### config.mk
export PLATFORM = sky130hd
export DESIGN_NAME = pulse_stretcher
export DESIGN_NICKNAME = d
export VERILOG_FILES = /design/src/rtl/pulse_pkg.sv /design/src/rtl/rise_detect.sv /design/src/rtl/pulse_stretcher.sv
export SDC_FILE = /design/constraint.sdc
export NUM_CORES = 1
export LEC_CHECK = 0
export CAP_MARGIN = 20
export CORE_MARGIN = 2
export CORE_UTILIZATION = 64
export DETAILED_ROUTE_END_ITERATION = 7
export HOLD_SLACK_MARGIN = 0.1
export PLACE_DENSITY_LB_ADDON = 0.3
export RECOVER_POWER = 50
export REMOVE_ABC_BUFFERS = 1
export SLEW_MARGIN = 30
export SYNTH_ARGS = -nofsm -noshare
export SYNTH_HDL_FRONTEND = slang
export SYNTH_HIERARCHICAL = 1
export SYNTH_SLANG_ARGS = --single-unit
### constraint.sdc
create_clock -name i_clock -period 5.7 [get_ports i_clock]
set_input_delay 1.425 -clock i_clock [delete_from_list [all_inputs] [get_ports i_clock]]
set_output_delay 1.425 -clock i_clock [all_outputs]
set_load 0.02 [all_outputs]
### src/rtl/pulse_pkg.sv
// Shared definitions for the pulse stretcher and its helpers:
// FSM state type, default cycle constants and the counter width helper.
package pulse_pkg;

  typedef enum logic [1:0] {
    IDLE = 2'd0,
    HIGH = 2'd1,
    GAP  = 2'd2
  } stretch_state_t;

  localparam int DEFAULT_HIGH_CYCLES = 1000000;
  localparam int DEFAULT_GAP_CYCLES  = 1000000;
  localparam int DEFAULT_PEND_WIDTH  = 4;

  // Counter must hold the larger of the two reload values; never narrower than 1 bit.
  function automatic int cnt_width(input int high_cycles, input int gap_cycles);
    int longest;
    longest = (high_cycles > gap_cycles) ? high_cycles : gap_cycles;
    return (longest > 1) ? $clog2(longest) : 1;
  endfunction

endpackage

### src/rtl/rise_detect.sv
// Rising-edge detector for synchronous button-path levels.
// o_rise is high for the single cycle in which i_level is 1 and was 0 on the previous cycle,
// so a level held high for many cycles yields exactly one event.
module rise_detect (
  input  logic i_clock,
  input  logic i_reset,
  input  logic i_level,
  output logic o_rise
);

  logic r_level_q;

  // Remember last cycle's level so a 0->1 transition can be spotted
  always_ff @(posedge i_clock or posedge i_reset) begin
    if (i_reset) begin
      r_level_q <= 1'b0;
    end else begin
      r_level_q <= i_level;
    end
  end

  assign o_rise = i_level & ~r_level_q;

endmodule

### src/rtl/pulse_stretcher.sv
// Stretches one-cycle step events into HIGH_CYCLES-long output pulses separated by at
// least GAP_CYCLES low cycles. Events that arrive while a pulse is in progress are
// counted in a saturating pending queue and replayed back to back.
// Optional feature: define PULSE_STRETCH_QUEUE_EN to build the pending queue; without it,
// events during busy are dropped, o_pending reads 0 and o_overflow flags every drop.
module pulse_stretcher
  import pulse_pkg::*;
#(
  parameter int HIGH_CYCLES = DEFAULT_HIGH_CYCLES,
  parameter int GAP_CYCLES  = DEFAULT_GAP_CYCLES,
  parameter int PEND_WIDTH  = DEFAULT_PEND_WIDTH
) (
  input  logic                  i_clock,
  input  logic                  i_reset,
  input  logic                  i_trigger,
  input  logic                  i_clear,
  output logic                  o_stretched,
  output logic                  o_busy,
  output logic [PEND_WIDTH-1:0] o_pending,
  output logic                  o_overflow
);

  localparam int               CNT_W     = cnt_width(HIGH_CYCLES, GAP_CYCLES);
  localparam logic [CNT_W-1:0] HIGH_LOAD = CNT_W'(HIGH_CYCLES - 1);
  localparam logic [CNT_W-1:0] GAP_LOAD  = CNT_W'(GAP_CYCLES - 1);

  stretch_state_t   r_state;
  logic [CNT_W-1:0] r_cnt;
  logic             r_stretched;
  logic             r_busy;
  logic             r_overflow;

  logic w_event;
  logic w_busy_event;
  logic w_cnt_zero;
  logic w_gap_end;
  logic w_dequeue;

  rise_detect u_rise_detect (
    .i_clock (i_clock),
    .i_reset (i_reset),
    .i_level (i_trigger),
    .o_rise  (w_event)
  );

  // r_busy mirrors "state is HIGH or GAP", so an event seen while busy is a queue request
  assign w_busy_event = w_event & r_busy;
  assign w_cnt_zero   = (r_cnt == '0);
  assign w_gap_end    = (r_state == GAP) & w_cnt_zero;

`ifdef PULSE_STRETCH_QUEUE_EN
  localparam logic [PEND_WIDTH-1:0] PEND_MAX = '1;

  logic [PEND_WIDTH-1:0] r_pending;

  // A new pulse follows the gap if something is queued, or if an event lands in the
  // very last gap cycle (it is queued and consumed on the same edge). Clear wins.
  assign w_dequeue = w_gap_end & ~i_clear & ((r_pending != '0) | w_busy_event);

  // Saturating pending counter; a coincident enqueue and dequeue cancel out
  always_ff @(posedge i_clock or posedge i_reset) begin
    if (i_reset) begin
      r_pending  <= '0;
      r_overflow <= 1'b0;
    end else if (i_clear) begin
      r_pending  <= '0;
      r_overflow <= 1'b0;
    end else if (w_busy_event && w_dequeue) begin
      r_pending <= r_pending;
    end else if (w_busy_event) begin
      if (r_pending != PEND_MAX) begin
        r_pending <= r_pending + PEND_WIDTH'(1);
      end else begin
        r_overflow <= 1'b1;
      end
    end else if (w_dequeue) begin
      r_pending <= r_pending - PEND_WIDTH'(1);
    end
  end

  assign o_pending = r_pending;
`else
  assign w_dequeue = 1'b0;

  // Without a queue every event during busy is lost and flagged; clear still wins
  always_ff @(posedge i_clock or posedge i_reset) begin
    if (i_reset) begin
      r_overflow <= 1'b0;
    end else if (i_clear) begin
      r_overflow <= 1'b0;
    end else if (w_busy_event) begin
      r_overflow <= 1'b1;
    end
  end

  assign o_pending = '0;
`endif

  // Main sequencer: IDLE -> HIGH (HIGH_CYCLES) -> GAP (GAP_CYCLES) -> HIGH or IDLE
  always_ff @(posedge i_clock or posedge i_reset) begin
    if (i_reset) begin
      r_state     <= IDLE;
      r_cnt       <= '0;
      r_stretched <= 1'b0;
      r_busy      <= 1'b0;
    end else begin
      case (r_state)
        IDLE: begin
          if (w_event) begin
            r_state     <= HIGH;
            r_cnt       <= HIGH_LOAD;
            r_stretched <= 1'b1;
            r_busy      <= 1'b1;
          end
        end
        HIGH: begin
          if (w_cnt_zero) begin
            r_state     <= GAP;
            r_cnt       <= GAP_LOAD;
            r_stretched <= 1'b0;
          end else begin
            r_cnt <= r_cnt - CNT_W'(1);
          end
        end
        GAP: begin
          if (w_cnt_zero) begin
            if (w_dequeue) begin
              r_state     <= HIGH;
              r_cnt       <= HIGH_LOAD;
              r_stretched <= 1'b1;
            end else begin
              r_state <= IDLE;
              r_busy  <= 1'b0;
            end
          end else begin
            r_cnt <= r_cnt - CNT_W'(1);
          end
        end
        default: begin
          r_state     <= IDLE;
          r_cnt       <= '0;
          r_stretched <= 1'b0;
          r_busy      <= 1'b0;
        end
      endcase
    end
  end

  assign o_stretched = r_stretched;
  assign o_busy      = r_busy;
  assign o_overflow  = r_overflow;

endmodule
# Word level (Yosys, flattened, before mapping)
# Index checks and enable logic that the tools add are counted.
[totals]
reg_bits = 26
out_inout_bits = 7
inputBits = 4
wordCells = 39
[op_classes]
n_addsub = 1
reduce_logical = 7
n_eq_ne = 6
n_bitwise = 5
n_mux = 14
[ops]
columns = ["operator", "count"]
rows = [
  ["$mux 20", 3],
  ["$pmux 20 s3", 1],
  ["$logic_not 20->1", 1],
  ["$sub 20x1->20 const B", 1],
  ["$reduce_and 3->1", 3],
  ["$ne 2x2->1 const B", 4],
  ["$mux 2", 3],
  ["$pmux 1 s3", 2],
  ["$pmux 2 s3", 1],
  ["$mux 1", 4],
  ["$not 1->1", 3],
  ["$and 1x1->1", 2],
  ["$eq 2x1->1 const B", 1],
  ["$eq 2x2->1 const B", 1],
  ["$logic_not 2->1", 1],
  ["$reduce_and 2->1", 1],
  ["$reduce_bool 2->1", 1],
]

# Longest topological paths before layout
[logic_depth]
ltp_word = 5
mapped_depth = 8

# By module
# The synthesis kept the hierarchy.
[modules_own_cells]
columns = ["mod", "cells_each", "n_inst", "area_each_um2", "seq_area_each_um2"]
rows = [
  ["pulse_stretcher", 216, 1, 1853.0, 625.6],
  ["rise_detect", 3, 1, 42.5, 25.0],
]

# Least setup slack after synthesis
# No wires, ideal clock.
[synth_path]
path_type = "input-to-reg"
from = "input port i_trigger"
to = "register r_cnt[10]"
arrival_ps = 2395
slack_ps = 3181
setup_ps = 125
stages = 6
cell_sequence = "nor2b_4 or3_1 nand3_1 a21oi_1 nand2_1 mux2_2"
[synth_between]
elab_chain_len = 3
[synth_lines]
columns = ["element", "line", "text"]
rows = [
  ["start, declared", "pulse_stretcher.sv:15", "input logic i_trigger,"],
  ["$and 1x1->1", "rise_detect.sv:22", "assign o_rise = i_level & ~r_level_q;"],
  ["$ne 2x2->1 (no source line)", "n/a", ""],
  ["$reduce_and 2->1 (no source line)", "n/a", ""],
  ["end signal, assigned", "pulse_stretcher.sv:122", "r_cnt <= r_cnt - CNT_W'(1);"],
  ["end signal, assigned", "pulse_stretcher.sv:136", "r_cnt <= r_cnt - CNT_W'(1);"],
  ["end, declared", "pulse_stretcher.sv:28", "logic [CNT_W-1:0] r_cnt;"],
]
# No other way between the ends.
# A chain may end at the register's enable or synchronous reset.

# Worst setup path after layout
[layout_path]
from = "input port i_trigger"
to = "register r_cnt[19]"
[layout_between]
elab_chain_len = 3
[layout_lines]
columns = ["element", "line", "text"]
rows = [
  ["$and 1x1->1", "rise_detect.sv:22", ""],
  ["named net w_event", "pulse_stretcher.sv:33", "logic w_event;"],
  ["$ne 2x2->1 (no source line)", "n/a", ""],
  ["$reduce_and 2->1 (no source line)", "n/a", ""],
]
# The timed path passes the listed nets, and every way through them passes these cells.

==> run metrics <==
outcome finished clean; Endpoint, Worst Hold o_overflow; die width 58.4 um; most frequent cells in the layout dfrtp_1, nor2_1, o21ai_0; syn_area_per_cell 8.66 um2; I/O pin count 11; internal power 0.000400 W; residual DRC count 0; leading cell type in the layout, fill and taps excluded dfrtp_1; die height 58.4 um; via count of the first global-routing pass 1568; simple-gate share of the synthesized area 27.9%; #FFs+latches synth 26; crit end category register; Antenna Cells 0; RePlAce Congestion 0.777; clk_lat worst skew 0.34 ns; area of the multi-input gates 1120 um2; Seq pwr share 49.3%; setup repair bufs after CTS 0; GRT Overall Usage 27.2%; Seq/Total Area, Yosys 34.3%; nets 221; post-synthesis cell count 219; Hold Fails Final Rpt 0; I/O Buffers 6; CTS tree yes; Compound-Gate Fraction of Synth Area 23.0%; placed instance area 1900 um2; cell row count 19; filler instances 209; Max VDD drop 0.268 mV; Leakage Power 0.701 nW; post-cts hold buffer count 0; Worst path max stage delay 0.65 ns; ys flop type dfrtp_1; Min Hold Slack 0.528 ns; r2r startpoint r_state[0]; drt first pass iters 5; crit path cell chain dlygate4sd3_1 > nor2b_4 > nor3_1 > nor2_1 > a311oi_1 > a221oi_1; Final WS setup 2.58 ns; CTS buffer count 3; Reg2Reg Capture Point r_cnt[13]; clk_skew 0.0139 ns; Buf/Inv on CP 1; Tcrit/Tclk final 54.7%; antenna-violating nets left 0; Post-Syn Area 1900 um2; Final Max Tran Viols 0; Net Switching 0.000300 W; cells on worst reg2reg path 5; post-synthesis xor/xnor area fraction 3.23%; Routed WL per cell 17.3 um; min Tclk post-route 3.12 ns; ys async rst share 100%; Syn-to-layout area delta 2.18%; initial antenna violation count 0; largest net degree at the start of global routing 33; Longest Clk Path Bufs 2; # setup viols final 0; CP Data Required Time 5.89 ns; Final HPWL DP 2.93 mm; RSZ-0062 raised after global routing no; vias 1710; hold path start o_overflow; count of cell types in the netlist 55; WS Path Type input pin to register; Crit Path Max Fanout 6; HP Class register to register; crit path DAT 3.31 ns; Net Sw Frac 42.8%; clock share of power 14.0%; share of cells above drive strength 1 8.88%; slowest CP cell nor3_1; R2R Setup Slk 3.08 ns; pre-CTS setup slack 2.36 ns; PD cells 361 nW/um2; CTS H-tree depth 1; Levels on crit path 6; Initial Util 68.2%; yosys warns 6; clk sink count 26; Slew headroom 37.0%; number of flops mapped to enable cells by yosys 0; Sequential cell area 651 um2; hold path cells 2; Post-Route Setup TNS 0 ns; Final Cell Area 1940 um2; crit-path leading delay family simple AND/OR/NAND/NOR gates; Achievable Freq 0.321 GHz; largest family of logic cells by synthesized area simple AND/OR/NAND/NOR gates; Worst-path clk slew 0.15 ns; die area 3410 um2; Root Driver clkbuf_4; measured slew at the worst slew-check pin 0.944 ns; Comb pwr share 36.7%; # resized after CTS 0; post-synthesis mux area share 2.77%; Routed WL 4.23 mm; GRT overflow 0; max_cap viols 0; Post-Synth Adder-Cell Area 1.32%; DR iter-0 viols 142; CP startpoint kind input pin; first-pass GRT wire length 7.25 mm; Via density 6.98; CORE AREA 2780 um2
power by group through the flow:
| stage | Clock [W] | Sequential [W] | Combinational, W |
|---|---|---|---|
| final | 0.0000976 | 0.000345 | 0.000257 |
| after global routing | 0.000106 | 0.000354 | 0.000291 |
| after CTS | 0.0000996 | 0.000342 | 0.000257 |
| after detailed placement | 0 | 0.000345 | 0.000255 |
| after global placement | 0 | 0.000338 | 0.000242 |
| after floorplan | 0 | 0.000324 | 0.000212 |
how the worst max path moves through the flow:
stage	startpoint	endpoint	slack [ns]
floorplan	i_trigger	r_cnt[10]	3.01
global placement	i_trigger	r_cnt[10]	2.40
detailed placement	i_trigger	r_cnt[10]	2.36
CTS	i_trigger	r_cnt[10]	2.72
global route	i_trigger	r_cnt[10]	2.45
finish	i_trigger	r_cnt[19]	2.58
metrics by stage:
| step | util, % | power (W) | cells |
|---|---|---|---|
| after floorplan | - | 0.000536 | 204 |
| after global routing | 69.6 | 0.000751 | 245 |
| final | 69.6 | 0.000700 | 245 |
| after CTS | 69.6 | 0.000698 | 245 |
| after global placement | 68.3 | 0.000580 | 241 |
| after detailed placement | 68.3 | 0.000601 | 241 |
state kept, by name (all words and copies together), names as in the netlist:
register / flops
o_busy: 1
u_rise_detect/r_level_q: 1
r_cnt: 20
r_state: 2
o_overflow: 1
o_stretched: 1
layout make-up:
class	count	area share (%)
inverter	9	1.74
sequential	26	33.6
clock buffer	4	1.87
tap	31	2.00
timing repair buffer	6	3.10
multi-input combinational	169	57.7
cells in the mapped netlist (2+ instances only):
| cell | number | area (um2) |
|---|---|---|
| o31ai_1 | 3 | 22.5 |
| a21boi_0 | 3 | 22.5 |
| inv_1 | 9 | 33.8 |
| nor3_1 | 7 | 35.0 |
| nand2_1 | 13 | 48.8 |
| a221oi_1 | 3 | 26.3 |
| nand3b_1 | 2 | 15.0 |
| xor2_1 | 3 | 26.3 |
| clkbuf_1 | 8 | 30.0 |
| buf_2 | 3 | 15.0 |
| or3_1 | 3 | 18.8 |
| o22ai_1 | 3 | 18.8 |
| o21ai_0 | 19 | 95.1 |
| nand3_1 | 8 | 40.0 |
| buf_6 | 2 | 22.5 |
| mux2i_1 | 3 | 30.0 |
| a31oi_1 | 3 | 18.8 |
| nor2b_1 | 2 | 12.5 |
| buf_4 | 5 | 37.5 |
| xnor2_1 | 4 | 35.0 |
| nand4_1 | 4 | 25.0 |
| a211oi_1 | 7 | 52.6 |
| nor2_1 | 20 | 75.1 |
| ha_1 | 2 | 25.0 |
| nor4_4 | 3 | 63.8 |
| nand2b_1 | 5 | 31.3 |
| a21o_1 | 2 | 15.0 |
| nor3b_1 | 2 | 15.0 |
| a21oi_1 | 16 | 80.1 |
| dfrtp_1 | 26 | 651 |
| mux2_2 | 2 | 22.5 |
kinds of logic (layout without fill, tap and decap cells):
kind of cell               after synthesis  after routing
muxes                                    5              5
buffers and inverters                   27             19
xor gates and xnor gates                 7              7
other                                    1              4
AOI/OAI and AO/OA                       68             68
DFF                                     26             26
adders and majority gates                2              2
and+or+nand+nor                         83             83
tightest hold or removal path: stages (launching register included):
cell	delay, ns
dfrtp_1	0.38
a21oi_1	0.05
nor2_1	0.08
layer usage:
metal | track usage, % | routed length [um] | part of all wire, % | vias to the layer above
li1 | - | - | - | 792
met1 | 36.6 | 1720 | 41 | 810
met2 | 44.6 | 2120 | 50 | 101
met3 | 4.18 | 346 | 8.2 | 7
met4 | 9.97 | 44 | 1.0 | 0
met5 | 0 | 0 | 0 | -
No activity file was read; power rests on OpenSTA's default activity.
